## src/rtl/alu_pkg.sv

```systemverilog
`default_nettype none
// ============================================================================
// Package : alu_pkg
// Purpose : Shared constants for the likeALU operand sequencer: op encodings,
//           packed-instruction field offsets and the sequencer state encoding.
// Rev     : 1.0  initial release
// ============================================================================
package alu_pkg;

  localparam int DATA_W      = 5;
  localparam int OP_W        = 2;
  localparam int INSTR_W     = 13;

  // Packed instruction layout: {use_acc[12], op[11:10], a[9:5], b[4:0]}
  localparam int USE_ACC_BIT = 12;
  localparam int OP_LSB      = 10;
  localparam int A_LSB       = 5;
  localparam int B_LSB       = 0;

  localparam logic [OP_W-1:0] OP_AND = 2'b00;
  localparam logic [OP_W-1:0] OP_ADD = 2'b01;
  localparam logic [OP_W-1:0] OP_OR  = 2'b10;
  localparam logic [OP_W-1:0] OP_XOR = 2'b11;

  typedef enum logic [1:0] {
    IDLE   = 2'd0,
    ISSUE  = 2'd1,
    RESULT = 2'd2
  } state_e;

endpackage
`default_nettype wire

```

## src/rtl/alu_instr_fifo.sv

```systemverilog
`default_nettype none
// ============================================================================
// Module  : alu_instr_fifo
// Purpose : DEPTH-entry instruction FIFO with occupancy count.
// Ports   : clk, rst        clock / async active-high reset
//           push_i, data_i  write request (ignored while full)
//           pop_i, data_o   read request (ignored while empty), head entry
//           count_o         entries held (AW+1 bits)
//           full_o, empty_o occupancy flags
// Rev     : 1.0  initial release
// ============================================================================
module alu_instr_fifo #(
  parameter int DEPTH = 4,
  parameter int AW    = 2,
  parameter int W     = 13
) (
  input  logic          clk,
  input  logic          rst,
  input  logic          push_i,
  input  logic [W-1:0]  data_i,
  input  logic          pop_i,
  output logic [W-1:0]  data_o,
  output logic [AW:0]   count_o,
  output logic          full_o,
  output logic          empty_o
);

  logic [W-1:0] mem_q [DEPTH];
  logic [AW-1:0] wr_ptr_q, rd_ptr_q;
  logic [AW:0]   count_q;
  logic          do_push, do_pop;

  assign full_o  = (count_q == (AW+1)'(DEPTH));
  assign empty_o = (count_q == '0);
  assign count_o = count_q;
  assign data_o  = mem_q[rd_ptr_q];

  assign do_push = push_i && !full_o;
  assign do_pop  = pop_i && !empty_o;

  // Pointers are exactly AW bits, so they wrap modulo DEPTH naturally.
  always_ff @(posedge clk or posedge rst) begin
    if (rst) begin
      wr_ptr_q <= '0;
      rd_ptr_q <= '0;
      count_q  <= '0;
    end else begin
      if (do_push) wr_ptr_q <= wr_ptr_q + 1'b1;
      if (do_pop)  rd_ptr_q <= rd_ptr_q + 1'b1;
      if (do_push && !do_pop)      count_q <= count_q + 1'b1;
      else if (do_pop && !do_push) count_q <= count_q - 1'b1;
    end
  end

  // Storage needs no reset; only entries below the pointers are ever read.
  always_ff @(posedge clk) begin
    if (do_push) mem_q[wr_ptr_q] <= data_i;
  end

endmodule
`default_nettype wire

```

## src/rtl/alu_op_sequencer.sv

```systemverilog
`default_nettype none
// ============================================================================
// Module  : alu_op_sequencer
// Purpose : Queues packed ALU instructions, drives registered InA/InB/select
//           into an external likeALU, captures its combinational Out and
//           returns it over a valid/ready result port. Optional accumulate
//           mode substitutes the previous result for operand B.
// Ports   : in_valid/in_ready/in_instr      instruction input
//           alu_a/alu_b/alu_sel, alu_out    likeALU interface
//           res_valid/res_ready/res_data/res_op  result output
//           fifo_count, busy                status
// Rev     : 1.0  initial release
// ============================================================================
module alu_op_sequencer
  import alu_pkg::*;
#(
  parameter int DEPTH = 4,
  parameter int AW    = 2
) (
  input  logic               clk,
  input  logic               rst,
  input  logic               in_valid,
  output logic               in_ready,
  input  logic [INSTR_W-1:0] in_instr,
  output logic [DATA_W-1:0]  alu_a,
  output logic [DATA_W-1:0]  alu_b,
  output logic [OP_W-1:0]    alu_sel,
  input  logic [DATA_W-1:0]  alu_out,
  output logic               res_valid,
  input  logic               res_ready,
  output logic [DATA_W-1:0]  res_data,
  output logic [OP_W-1:0]    res_op,
  output logic [AW:0]        fifo_count,
  output logic               busy
);

  state_e              state_q, state_d;
  logic [DATA_W-1:0]   alu_a_q, alu_a_d, alu_b_q, alu_b_d;
  logic [OP_W-1:0]     alu_sel_q, alu_sel_d;
  logic [DATA_W-1:0]   res_data_q, res_data_d, acc_q, acc_d;
  logic [OP_W-1:0]     res_op_q, res_op_d;
  logic                res_valid_q, res_valid_d;

  logic                fifo_full, fifo_empty, fifo_pop;
  logic [INSTR_W-1:0]  head;

  alu_instr_fifo #(.DEPTH(DEPTH), .AW(AW), .W(INSTR_W)) u_fifo (
    .clk     (clk),
    .rst     (rst),
    .push_i  (in_valid),
    .data_i  (in_instr),
    .pop_i   (fifo_pop),
    .data_o  (head),
    .count_o (fifo_count),
    .full_o  (fifo_full),
    .empty_o (fifo_empty)
  );

  assign in_ready = !fifo_full;

  always_comb begin
    state_d     = state_q;
    alu_a_d     = alu_a_q;
    alu_b_d     = alu_b_q;
    alu_sel_d   = alu_sel_q;
    res_data_d  = res_data_q;
    res_op_d    = res_op_q;
    res_valid_d = res_valid_q;
    acc_d       = acc_q;
    fifo_pop    = 1'b0;

    unique case (state_q)
      IDLE: begin
        if (!fifo_empty) begin
          fifo_pop  = 1'b1;
          alu_a_d   = head[A_LSB +: DATA_W];
          alu_sel_d = head[OP_LSB +: OP_W];
          alu_b_d   = head[USE_ACC_BIT] ? acc_q : head[B_LSB +: DATA_W];
          state_d   = ISSUE;
        end
      end
      ISSUE: begin
        res_data_d  = alu_out;
        res_op_d    = alu_sel_q;
        acc_d       = alu_out;
        res_valid_d = 1'b1;
        state_d     = RESULT;
      end
      RESULT: begin
        if (res_valid_q && res_ready) begin
          res_valid_d = 1'b0;
          // Issue the next queued op in the handshake cycle to sustain
          // one result every two cycles.
          if (!fifo_empty) begin
            fifo_pop  = 1'b1;
            alu_a_d   = head[A_LSB +: DATA_W];
            alu_sel_d = head[OP_LSB +: OP_W];
            alu_b_d   = head[USE_ACC_BIT] ? acc_q : head[B_LSB +: DATA_W];
            state_d   = ISSUE;
          end else begin
            state_d   = IDLE;
          end
        end
      end
      default: state_d = IDLE;
    endcase
  end

  always_ff @(posedge clk or posedge rst) begin
    if (rst) begin
      state_q     <= IDLE;
      alu_a_q     <= '0;
      alu_b_q     <= '0;
      alu_sel_q   <= '0;
      res_data_q  <= '0;
      res_op_q    <= '0;
      res_valid_q <= 1'b0;
      acc_q       <= '0;
    end else begin
      state_q     <= state_d;
      alu_a_q     <= alu_a_d;
      alu_b_q     <= alu_b_d;
      alu_sel_q   <= alu_sel_d;
      res_data_q  <= res_data_d;
      res_op_q    <= res_op_d;
      res_valid_q <= res_valid_d;
      acc_q       <= acc_d;
    end
  end

  assign alu_a     = alu_a_q;
  assign alu_b     = alu_b_q;
  assign alu_sel   = alu_sel_q;
  assign res_data  = res_data_q;
  assign res_op    = res_op_q;
  assign res_valid = res_valid_q;
  assign busy      = (state_q != IDLE) || !fifo_empty;

endmodule
`default_nettype wire

```

## config.mk

```make
export PLATFORM = sky130hd
export DESIGN_NAME = alu_op_sequencer
export DESIGN_NICKNAME = d
export VERILOG_FILES = /design/src/rtl/alu_pkg.sv /design/src/rtl/alu_instr_fifo.sv /design/src/rtl/alu_op_sequencer.sv
export SDC_FILE = /design/constraint.sdc
export NUM_CORES = 1
export LEC_CHECK = 0
export ABC_AREA = 1
export CORE_MARGIN = 2
export CORE_UTILIZATION = 58
export DETAILED_ROUTE_END_ITERATION = 8
export GPL_TIMING_DRIVEN = 0
export PLACE_DENSITY_LB_ADDON = 0.12
export SLEW_MARGIN = 20
export SYNTH_ARGS = -nofsm -noshare
export SYNTH_HDL_FRONTEND = slang
export SYNTH_SLANG_ARGS = --single-unit
```

## constraint.sdc

```tcl
create_clock -name clk -period 3.35 [get_ports clk]
set_clock_uncertainty 0.1 [all_clocks]
set_input_delay 0.67 -clock clk [delete_from_list [all_inputs] [get_ports clk]]
set_output_delay 0.67 -clock clk [all_outputs]
set_load 0.005 [all_outputs]
```

==> flow_summary.toml, run 1 <==
[status]
status = "finished, final reports clean"

[sta]
timing.final.crit_share = 0.756
hold_viol_final = 0
period_needed_ns = 2.53
slew_viol_final = 0
finalSetupViolations = 0
relSlewSlack = 0.476
rsz0062_at_grt = "no"
setup_ws_ns = 0.819
fmax_mhz = 395
worst_pin_slew_ns = 0.785
setup_tns_ns = 0

[placed_design]
hpwlAfterDp_mm = 4.13
gp_congestion = 0.739
place_ws_ns = 0.451
io_buffers = 46

[floorplanning]
dieWidth_um = 80.3
initial_core_util = 0.606
io_pins = 47
dieArea_um2 = 6450
coreArea_um2 = 5570
fp-row-count = 27
die_h_um = 80.3

[cts]
cts_hold_buf = 0
cts_setup_buffers = 0
cts_inserted_buffers = 9
cts-root-buf = "clkbuf_8"
htree_levels = 3
insertion_delay_ns = 0.34
clock-sinks = 81
cts_tree = "built"
clockBufferDepth = 2
cts_resized = 0
path_clk_slew_ns = 0.08

[critical_path]
r2r_slack_ns = 1.12
reg2reg_from = "u_fifo.count_o[0]"
path_max_fanout = 10
cp.arrival_ns = 2.65
cp.required_ns = 3.47
start_kind = "primary input"
path_class = "in -> reg"
reg2reg_to = "u_fifo.count_o[2]"
end_kind = "flip-flop"
reg2regPathDepth = 10

[synth]
synth_ff_type = "edfxtp_1"
yosys.area.top_type = "edfxtp_1"
ys_seq_area_frac = 0.677
synthTopCellsByCount = "nand2_1, edfxtp_1, dfrtp_1, nor2_1, nand3_1"
synthDistinctLibCells = 23
syn_area_per_cell_um2 = 11.5
synth_top_area_frac = 0.462
netlist_instances = 294
yosys-top-cells-area = "edfxtp_1, dfrtp_1, nand2_1"
synth_edf_count = 52
ys_async_sr_fraction = 0.358
syn_area_um2 = 3380
synth_most_common_cell = "nand2_1"
yosys_warnings = 0
synth-seq-cells = 81
synth_fp_nets = 322

[finish]
n_antenna_cell = 0
fin_util = 0.741
nNetsFinal = 379
layout-drive-gt1-share = 0.107
area_growth_syn_to_layout_pct = 22.3
nFillCells = 402

[grt]
grt_pass1_wl_mm = 10.0
grt_usage = 0.214
antenna_found_initial = 0
grt_max_degree = 30
overflow = 0
first_global_vias = 2076

[routing]
viasPerCell = 5.15
drt_iter0_markers = 128
routed-via-count = 2206
routed_wl_mm = 6.27
route.detailed.drc = 0
detail-route-antenna-nets = 0
wl_per_cell_um = 14.6
first_pass_iters = 4

[min_path]
min_path_cells = 2
holdPathEnd = "alu_a[4]"
hold_start = "alu_a[4]"
hold_class = "reg -> reg"

[pwr]
ir_drop_uv = 497
total_power_mw = 2.35
cellPowerDensity_nw_per_um2 = 570
cellLeakagePower_nw = 1.69

[run]
drv_cap = 0
-- state kept, by name, summed over array words and instances (netlist names) --
signal / flops
state_q: 2
acc_q: 5
alu_b: 5
u_fifo.rd_ptr_q: 2
res_valid: 1
u_fifo.wr_ptr_q: 2
res_op: 2
u_fifo.count_o: 3
alu_sel: 2
alu_a: 5
u_fifo.mem_q: 52
-- power breakdown --
part	internal (mW)	switching, mW	leakage [nW]
clock network	0.343	0.347	0.0909
logic	0.145	0.227	0.777
registers	1.24	0.0559	0.823
total	1.72	0.629	1.69
-- stage by stage --
stage / cell area (um2) / hold slack [ns] / instances
floorplan: 3380 / 0.353 / 294
global placement: 3930 / 0.365 / 412
detailed placement: 3940 / 0.371 / 412
CTS: 4130 / 0.390 / 428
global route: 4130 / 0.422 / 428
finish: 4130 / 0.387 / 428
-- cells by family after synthesis --
family / count (synthesis) / synth area share
DFF: 81 / 0.677
xor gates and xnor gates: 4 / 0.0104
buffers and inverters: 35 / 0.0619
adders and majority gates: 6 / 0.0245
and+or+nand+nor: 133 / 0.174
AOI/OAI and AO/OA: 35 / 0.0519
-- cells in the final DEF (no fill, tap or decap), drive strengths merged --
cell           count
nand2             76
edfxtp            52
clkdlybuf4s50     46
o21ai             33
dfrtp             29
nor2              29
nand3             27
inv               26
buf               10
clkbuf             9
ha                 5
xor2               3
clkinv             3
a21oi              2
clkinvlp           2
xnor2              1
or3                1
fa                 1
bufinv             1
-- per-layer routing --
| layer | vias to the layer above | part of all wire | GRT usage |
|---|---|---|---|
| met1 | 1041 | 0.45 | 0.280 |
| met5 | - | 0 | 0 |
| met2 | 69 | 0.49 | 0.353 |
| met3 | 4 | 0.050 | 0.0371 |
| li1 | 1092 | - | - |
| met4 | 0 | 0.0070 | 0.0915 |
-- area by class of cell --
cell class,instances,area (um2),share of cell area
repair buffers,46,460,0.111
multi-input cells,178,891,0.216
flip-flops and latches,81,2290,0.554
plain buffers,10,100,0.0242
inverters,25,109,0.0263
well taps,72,90.1,0.0218
clock buffers,9,124,0.0300
clock inverters,7,70.1,0.0170
-- worst max-delay path, cell delays in order --
cell,delay [ns]
clkdlybuf4s50_1,0.42
nand2_1,0.07
nand2_1,0.08
nand3_4,0.14
buf_2,0.24
ha_1,0.17
inv_1,0.07
fa_1,0.38
a21oi_1,0.15
o21ai_0,0.11
xor2_1,0.15
-- how the worst max path moves through the flow --
stage	start	slack [ns]	end	cells after the start
final	res_ready	0.82	u_fifo.count_o[2]	11
after global routing	res_ready	0.68	u_fifo.count_o[2]	11
after CTS	res_ready	0.81	u_fifo.count_o[2]	11
after detailed placement	res_ready	0.45	u_fifo.count_o[2]	11
after global placement	res_ready	0.48	u_fifo.count_o[2]	11
after floorplan	res_ready	1.08	u_fifo.count_o[2]	10
No activity file was read; power rests on OpenSTA's default activity.
==> run 2, diff against run 1 <==
--- a/config.mk
+++ b/config.mk
@@ -7,7 +7,7 @@
 export LEC_CHECK = 0
 export ABC_AREA = 1
 export CORE_MARGIN = 2
-export CORE_UTILIZATION = 58
+export CORE_UTILIZATION = 54
 export DETAILED_ROUTE_END_ITERATION = 8
 export GPL_TIMING_DRIVEN = 0
 export PLACE_DENSITY_LB_ADDON = 0.12
==> constraint.sdc (replaced) <==
create_clock -name clk -period 2.6 [get_ports clk]
set_clock_uncertainty 0.1 [all_clocks]
set_input_delay 0.52 -clock clk [delete_from_list [all_inputs] [get_ports clk]]
set_output_delay 0.52 -clock clk [all_outputs]
set_load 0.005 [all_outputs]
==> run 2 against run 1 <==
Effect of this change: combinational power rose by 27%; register-to-register slack got worse by 0.75 ns; critical path depth fell by 7; core utilization fell by 4.9 points; non-clock buffer count did not move; sequential share of layout area fell by 0.17 points; die area rose by 7.0%; critical endpoint is now busy; largest power group unchanged.
==> flow_summary.toml, run 2 (synthesis results as in run 1) <==
[status]
status = "finished, final reports clean"

[placed_design]
io_buffers = 46
place_inst = 415
hpwlAfterDp_mm = 4.07
gp_congestion = 0.789
place_ws_ns = -0.135

[pwr]
cellPowerDensity_nw_per_um2 = 739
total_power_mw = 3.06
ir_drop_uv = 453
cellLeakagePower_nw = 1.70

[floorplanning]
dieArea_um2 = 6900
die_h_um = 83.1
fp-row-count = 28
initial_core_util = 0.564
dieWidth_um = 83.1
coreArea_um2 = 5990
io_pins = 47

[grt]
overflow = 0
grt_max_degree = 30
antenna_found_initial = 0
grt_usage = 0.190
first_global_vias = 2088
grt_pass1_wl_mm = 10.1

[sta]
fmax_mhz = 420
setup_ws_ns = 0.220
rsz0062_at_grt = "no"
hold_viol_final = 0
timing.final.crit_share = 0.915
worst_pin_slew_ns = 0.774
holdWs_ns = 0.391
relSlewSlack = 0.484
period_needed_ns = 2.38
slew_viol_final = 0
finalSetupViolations = 0

[critical_path]
timing.critical_path.cells = "inv_1, nand3_2, or3_1, clkdlybuf4s50_1"
r2r_slack_ns = 0.37
path_class = "reg -> out"
cp.arrival_ns = 1.76
crit_slowest_cell = "clkdlybuf4s50_1"
end_kind = "output pin"
path_max_fanout = 3
start_kind = "flip-flop"
critPathMaxStageDelay_ns = 0.45
reg2regPathDepth = 10
cp.required_ns = 1.98

[finish]
area_growth_syn_to_layout_pct = 22.7
n_antenna_cell = 0
largest_register_ffs = 52
fin_util = 0.692
nNetsFinal = 379
layout-drive-gt1-share = 0.110
largest_register = "u_fifo.mem_q"
nFillCells = 437
final_common_cell = "nand2_1"
final_cell_mix = "nand2_1, edfxtp_1, clkdlybuf4s50_1"
layoutNonFillerInstCount = 431

[cts]
htree_levels = 3
cts_hold_buf = 0
cts_inserted_buffers = 9
clockBufferDepth = 2
insertion_delay_ns = 0.36
cts-root-buf = "clkbuf_8"
cts_resized = 0
cts_tree = "built"
clock-sinks = 81
cts_setup_buffers = 0
path_clk_slew_ns = 0.08

[routing]
first_pass_iters = 4
wl_per_cell_um = 14.4
detail-route-antenna-nets = 0
drt_iter0_markers = 144
routed-via-count = 2198
route.detailed.drc = 0
viasPerCell = 5.10
routed_wl_mm = 6.19

[min_path]
hold_class = "reg -> reg"
min_path_cells = 2

[run]
drv_cap = 0
[run 2: cell types whose count changed in the layout (fill, tap and decap cells not counted)]
cell        previous run  this run
clkinv_1               2         1
clkinv_4               1         2
clkinvlp_4             2         1
inv_8                  1         2
[run 2: final cells by class]
class                      instances  area, um2  area share
sequential                        81       2290       0.552
multi-input combinational        178        891       0.215
clock inverter                     7       78.8      0.0190
tap                               75       93.8      0.0226
inverter                          25        109      0.0263
timing repair buffer              46        460       0.111
buffer                            10        100      0.0242
clock buffer                       9        124      0.0299
[run 2: worst paths after layout]
| check | end | start |
|---|---|---|
| worst min-delay path | res_op[1] | res_op[1] |
| min in group asynchronous | u_fifo.count_o[1] | rst |
| worst max-delay path | busy | u_fifo.count_o[1] |
| worst max register to register | u_fifo.count_o[2] | u_fifo.count_o[1] |
| worst min register to register | res_op[1] | res_op[1] |
| max in group asynchronous | alu_sel[1] | rst |
[run 2: metal layers]
metal	wire length [um]	up-vias	global-route usage
li1	-	1090	-
met1	2980	1033	0.266
met2	2800	66	0.282
met3	288	9	0.0547
met4	115	0	0.0760
met5	0	-	0
[run 2: through the flow]
step	cell area [um2]	TNS (ns)
floorplan	3380	0
global placement	3930	-1.91
detailed placement	3940	-0.135
CTS	4140	0
global route	4140	0
finish	4140	0
[run 2: worst max-delay path: cells and delay by family (launching register included)]
kind                   cells  cell delay, ns
buffers and inverters      2            0.56
flip-flops                 1            0.42
AND/OR/NAND/NOR            2            0.43
[run 2: power by group]
group / switching (mW) / total (mW) / internal [mW]
logic: 0.287 / 0.473 / 0.186
registers: 0.0709 / 1.66 / 1.59
clock network: 0.473 / 0.926 / 0.453
==> run 3, diff against run 2 <==
--- a/config.mk
+++ b/config.mk
@@ -6,7 +6,6 @@
 export NUM_CORES = 1
 export LEC_CHECK = 0
 export ABC_AREA = 1
-export CORE_MARGIN = 2
 export CORE_UTILIZATION = 54
 export DETAILED_ROUTE_END_ITERATION = 8
 export GPL_TIMING_DRIVEN = 0
==> run 3 against run 2 <==
Effect of this change: flip-flop and latch count stayed put; die area decreased by 4.8%; sequential power hardly changed; hold slack worse by 0.0054 ns.
==> flow_summary.toml, run 3 (synthesis results as in run 1) <==
[routing]
viasPerCell = 5.08
routed_wl_mm = 6.08
wl_per_cell_um = 14.1
routed-via-count = 2189
first_pass_iters = 4
route.detailed.drc = 0
drt_iter0_markers = 121
detail-route-antenna-nets = 0

[sta]
rsz0062_at_grt = "no"
hold_viol_final = 0
relSlewSlack = 0.480
worst_pin_slew_ns = 0.779
slew_viol_final = 0
timing.final.crit_share = 0.909
period_needed_ns = 2.36
fmax_mhz = 423
finalSetupViolations = 0
holdWs_ns = 0.386

[floorplanning]
fp-row-count = 28
dieWidth_um = 81.1
coreArea_um2 = 5990
initial_core_util = 0.564
dieArea_um2 = 6570
die_h_um = 81.1
io_pins = 47

[min_path]
hold_class = "reg -> reg"
hold_start = "alu_a[3]"
min_path_cells = 2
holdPathEnd = "alu_a[3]"

[critical_path]
timing.critical_path.cells = "inv_1, nand3_2, or3_1, clkdlybuf4s50_1"
crit_slowest_cell = "dfrtp_1"
path_class = "reg -> out"
reg2regPathDepth = 10
path_delay_family = "buffers and inverters"
cp.required_ns = 1.98
start_kind = "flip-flop"
reg2reg_from = "u_fifo.count_o[0]"
path_buf_inv = 2
end_kind = "output pin"
cp.arrival_ns = 1.74
reg2reg_to = "u_fifo.count_o[2]"
critPathMaxStageDelay_ns = 0.44
path_max_fanout = 4
r2r_slack_ns = 0.38

[cts]
path_clk_slew_ns = 0.07
cts_tree = "built"
cts-root-buf = "clkbuf_8"
clockBufferDepth = 2
cts_hold_buf = 0
cts_inserted_buffers = 9
clock-sinks = 81
htree_levels = 3
insertion_delay_ns = 0.36
cts_setup_buffers = 0
cts_resized = 0

[finish]
n_antenna_cell = 0
area_growth_syn_to_layout_pct = 23.6
final_cell_mix = "nand2_1, edfxtp_1, clkdlybuf4s50_1"
nFillCells = 456
largest_register_ffs = 52
layout-drive-gt1-share = 0.107
nNetsFinal = 379
final_common_cell = "nand2_1"
largest_register = "u_fifo.mem_q"

[pwr]
total_power_mw = 3.21
cellLeakagePower_nw = 1.71
cellPowerDensity_nw_per_um2 = 769
ir_drop_uv = 555

[placed_design]
hpwlAfterDp_mm = 4.05
gp_congestion = 0.722
io_buffers = 46

[grt]
grt_max_degree = 30
overflow = 0
antenna_found_initial = 0
grt_pass1_wl_mm = 9.83
grt_usage = 0.211
first_global_vias = 2082

[status]
status = "finished, final reports clean"

[run]
drv_cap = 0
[run 3: cell types whose count changed in the layout (fill, tap and decap cells not counted), sizes merged]
cell,previous run,this run
inv,27,25
clkinv,3,2
clkbuf,9,10
bufinv,1,3
[run 3: final cells by class]
class,instances,area [um2],area share
multi-input combinational,178,891,0.213
inverter,25,109,0.0261
clock inverter,6,106,0.0255
sequential,81,2290,0.548
tap,75,93.8,0.0225
buffer,10,100,0.0240
timing repair buffer,46,460,0.110
clock buffer,10,128,0.0306
[run 3: how the worst max path moves through the flow]
stage                             end  cells after the start         startpoint  slack, ns
finish                           busy                      4  u_fifo.count_o[0]       0.24
global route        u_fifo.count_o[2]                     11          res_ready       0.10
CTS                              busy                      4  u_fifo.count_o[0]       0.22
detailed placement  u_fifo.count_o[2]                     11          res_ready      -0.12
global placement    u_fifo.count_o[2]                     11          res_ready      -0.10
floorplan           u_fifo.count_o[2]                     10          res_ready       0.48
[run 3: tightest hold or removal path, stage by stage, from the launching register on]
cell,delay (ns)
dfrtp_1,0.35
nand2_1,0.06
nand2_1,0.05
[run 3: metrics by stage]
| stage | instance area [um2] | util | cells | setup slack [ns] | TNS (ns) |
|---|---|---|---|---|---|
| 2_1_floorplan | 3380 | - | 294 | 0.479 | 0 |
| 3_3_place_gp | 3930 | 0.656 | 415 | -0.105 | -1.97 |
| 3_5_place_dp | 3940 | 0.658 | 415 | -0.122 | -0.122 |
| 4_1_cts | 4180 | 0.697 | 431 | 0.217 | 0 |
| 5_1_grt | 4180 | 0.697 | 431 | 0.104 | 0 |
| 6_report | 4180 | 0.697 | 431 | 0.236 | 0 |
[run 3: power breakdown]
part	internal [mW]	switching [mW]	total (mW)	leakage [nW]
Sequential	1.59	0.0727	1.66	0.823
Combinational	0.183	0.282	0.465	0.777
Clock	0.633	0.448	1.08	0.114
[run 3: per-layer routing]
metal,vias to the layer above,part of all wire,global-route usage,wire (um)
met5,-,0,0,0
met4,0,0.022,0.134,131
met3,10,0.061,0.0303,368
met2,69,0.46,0.331,2790
met1,1019,0.46,0.277,2790
li1,1091,-,-,-
==> edit, RTL diff (flow settings as in run 2) <==
Make the reset (`rst`) synchronous in 2 clocked blocks. Comments in the files are not updated.
--- a/src/rtl/alu_instr_fifo.sv
+++ b/src/rtl/alu_instr_fifo.sv
@@ -40,5 +40,5 @@
 
   // Pointers are exactly AW bits, so they wrap modulo DEPTH naturally.
-  always_ff @(posedge clk or posedge rst) begin
+  always_ff @(posedge clk) begin
     if (rst) begin
       wr_ptr_q <= '0;
--- a/src/rtl/alu_op_sequencer.sv
+++ b/src/rtl/alu_op_sequencer.sv
@@ -107,5 +107,5 @@
   end
 
-  always_ff @(posedge clk or posedge rst) begin
+  always_ff @(posedge clk) begin
     if (rst) begin
       state_q     <= IDLE;
Check against the original RTL: differs if rst is asserted again (counterexample within 4 cycles, from zero or initial values and one cycle with rst high); with rst held inactive, the same outputs for 10 cycles.
==> edit against run 2 <==
Synthesized cell count up 9.9%. Worst setup slack gained 0.080 ns. Largest cell class unchanged. Fmax rose by 3.5%. Die area shrank 1.1%. Global-route usage rose by 2.4 points. Non-clock buffer count grew 1. Wire length is 5.4% higher. First-iteration DRC count decreased by 13%. Area after synthesis decreased by 1.1%. Design area shrank 0.60%. Sequential cell count rose by 2. Via count rose by 7.7%.
Power is not compared: it rests on default switching activity, and its combinational part moved more than twofold at a synthesized area within 25%.
==> edit: results (changes against run 2) <==
Parameter                              Value

Timing
  Post-route clock period utilization    88.5% (-3.1 points)
  Rel. slew slack    48.7% (+0.31 points)

Setup path
  Critical Path AT    2.44 ns (+0.68 ns)
  Setup slack, reg-to-reg    0.50 ns (+0.13 ns)
  Critical path fanouts, max    10 (+7)

Logic synthesis
  Synth top cells by count    sky130_fd_sc_hd__nor2_1 (75), sky130_fd_sc_hd__edfxtp_1 (52), sky130_fd_sc_hd__nand2_1 (46)
  Synth async-reset ratio    0% (-36 points)
  Fraction of synthesized cell area in xor and xnor cells    0.525% (-0.51 points)
  Syn_nets    351 (+9.0%)
  Share of the synthesized area in compound gates (AO/OA/AOI/OAI)    8.25% (+3.1 points)
  Adder-Cell Fraction of Synth Area    2.47% (+0.028 points)
  Leading post-synthesis cells by cell area    sky130_fd_sc_hd__edfxtp_1 (47%), sky130_fd_sc_hd__dfxtp_1 (19%), sky130_fd_sc_hd__nor2_1 (8.4%)
  EDFF count, synth    52 (unchanged)
  Syn avg cell area    10.3 µm² (-10%)
  Post-synthesis sequential area ratio    65.4% (-2.4 points)

Layout
  Share of post-route cells with drive strength above 1    9.61% (-1.3 points)
  Final-stage net count    408 (+7.7%)
  Filler-free cell count of the finished design    460 (+6.7%)

Placed design
  Post-placement cell area    3900 µm² (-0.98%)
  Final weighted congestion in routability-driven placement    0.744 (-5.7%)
  Pre-CTS setup slack    -0.0519 ns (+0.0828 ns)
  Hpwl dp    4450 µm (+9.2%)
  Cell count after placement    444 (+7.0%)

Global route
  Vias in the first global route    2279 (+9.1%)
  Total routing resource utilization after global routing    21.4% (+2.4 points)
  Wire length of the first global-routing pass    10500 µm (+3.8%)
  Maximum number of pins on one net before global-route repair    15 (-50%)
  Number of antenna violations at the first check in global routing    0 (unchanged)

Drt
  Amount of wire on met3 after detailed routing    367 µm (+27%)
  Routed length on met2    3110 µm (+11%)
  Total routed wire length on the met1 layer    2880 µm (-3.4%)
  Count of routing violations after the opening detailed-route iteration    126 (-13%)
  Uppermost layer routed    met4
  Vias per cell    5.15 (+0.94%)
  Routed length per instance    14.2 µm (-1.3%)

Power
  Leak pwr    1.56 nW

Clock network
  Post-CTS setup buffers    0 (unchanged)
  H-tree levels    3 (unchanged)

Status
  Run status    finished, final reports clean
==> edit: changes by cell type in the layout (fill, tap and decap cells not counted), sizes merged, moves of 3 or more <==
cell    before  now
nor2        29   77
clkinv       3    0
a21oi        2    7
inv         27   21
nand3       27   21
dfrtp       29    0
dfxtp        0   31
nand2       76   49
o21ai       33   46
clkbuf       9   12
==> edit: layer usage <==
layer | track usage (%) | vias to the layer above
li1 | - | 1193
met1 | 26.7 | 1101
met2 | 34.3 | 60
met3 | 5.54 | 14
met4 | 11.1 | 0
met5 | 0 | -
==> edit: layout make-up <==
class                      count  area, µm²
sequential                    83       2180
fill                         491       1840
multi-input combinational    209        991
timing repair buffer          46        460
clock buffer                  10        128
tap                           75       93.8
buffer                        11       92.6
clock inverter                 6       88.8
inverter                      20       82.6
==> edit: cells by family after synthesis <==
| family | Yosys count |
|---|---|
| XOR/XNOR | 2 |
| adder cells (fa/ha/maj) | 6 |
| AND/OR/NAND/NOR | 147 |
| buffers and inverters | 31 |
| flip-flops | 83 |
| AO/OA/AOI/OAI | 54 |
==> edit: metrics by stage <==
stage          hold slack (ns)  util (%)  TNS, ns
3_5_place_dp             0.372      65.5  -0.0746
4_1_cts                  0.396      69.2        0
6_report                 0.389      69.2        0
2_1_floorplan            0.369         -        0
3_3_place_gp             0.363      65.4    -2.09
5_1_grt                  0.436      69.2        0
==> edit: path summary, 6_finish.rpt <==
kind / endpoint / start / cells past startpoint
setup / recovery: u_fifo.count_o[1] / res_ready / 10
hold / removal: res_op[1] / res_op[1] / 2
setup reg to reg: u_fifo.count_o[1] / u_fifo.count_o[0] / 9
hold reg to reg: res_op[1] / res_op[1] / 2
==> edit: power by group through the flow <==
| stage | clock network (W) | logic, W | registers (W) |
|---|---|---|---|
| after floorplan | 0 | 0.00109 | 0.00182 |
| after global placement | 0 | 0.00168 | 0.00183 |
| after detailed placement | 0 | 0.00173 | 0.00184 |
| after CTS | 0.00101 | 0.00173 | 0.00181 |
| after global routing | 0.00106 | 0.00198 | 0.00183 |
| final | 0.000987 | 0.00172 | 0.00181 |
==> edit: worst max-delay path, stage by stage <==
cell and delay, ns:
sky130_fd_sc_hd__clkdlybuf4s50_1 0.48, sky130_fd_sc_hd__nand2_1 0.07, sky130_fd_sc_hd__nand2_2 0.09, sky130_fd_sc_hd__nand3_1 0.14, sky130_fd_sc_hd__buf_4 0.21, sky130_fd_sc_hd__ha_1 0.20
sky130_fd_sc_hd__inv_1 0.09, sky130_fd_sc_hd__fa_1 0.40, sky130_fd_sc_hd__o21ai_0 0.17, sky130_fd_sc_hd__a21oi_1 0.06
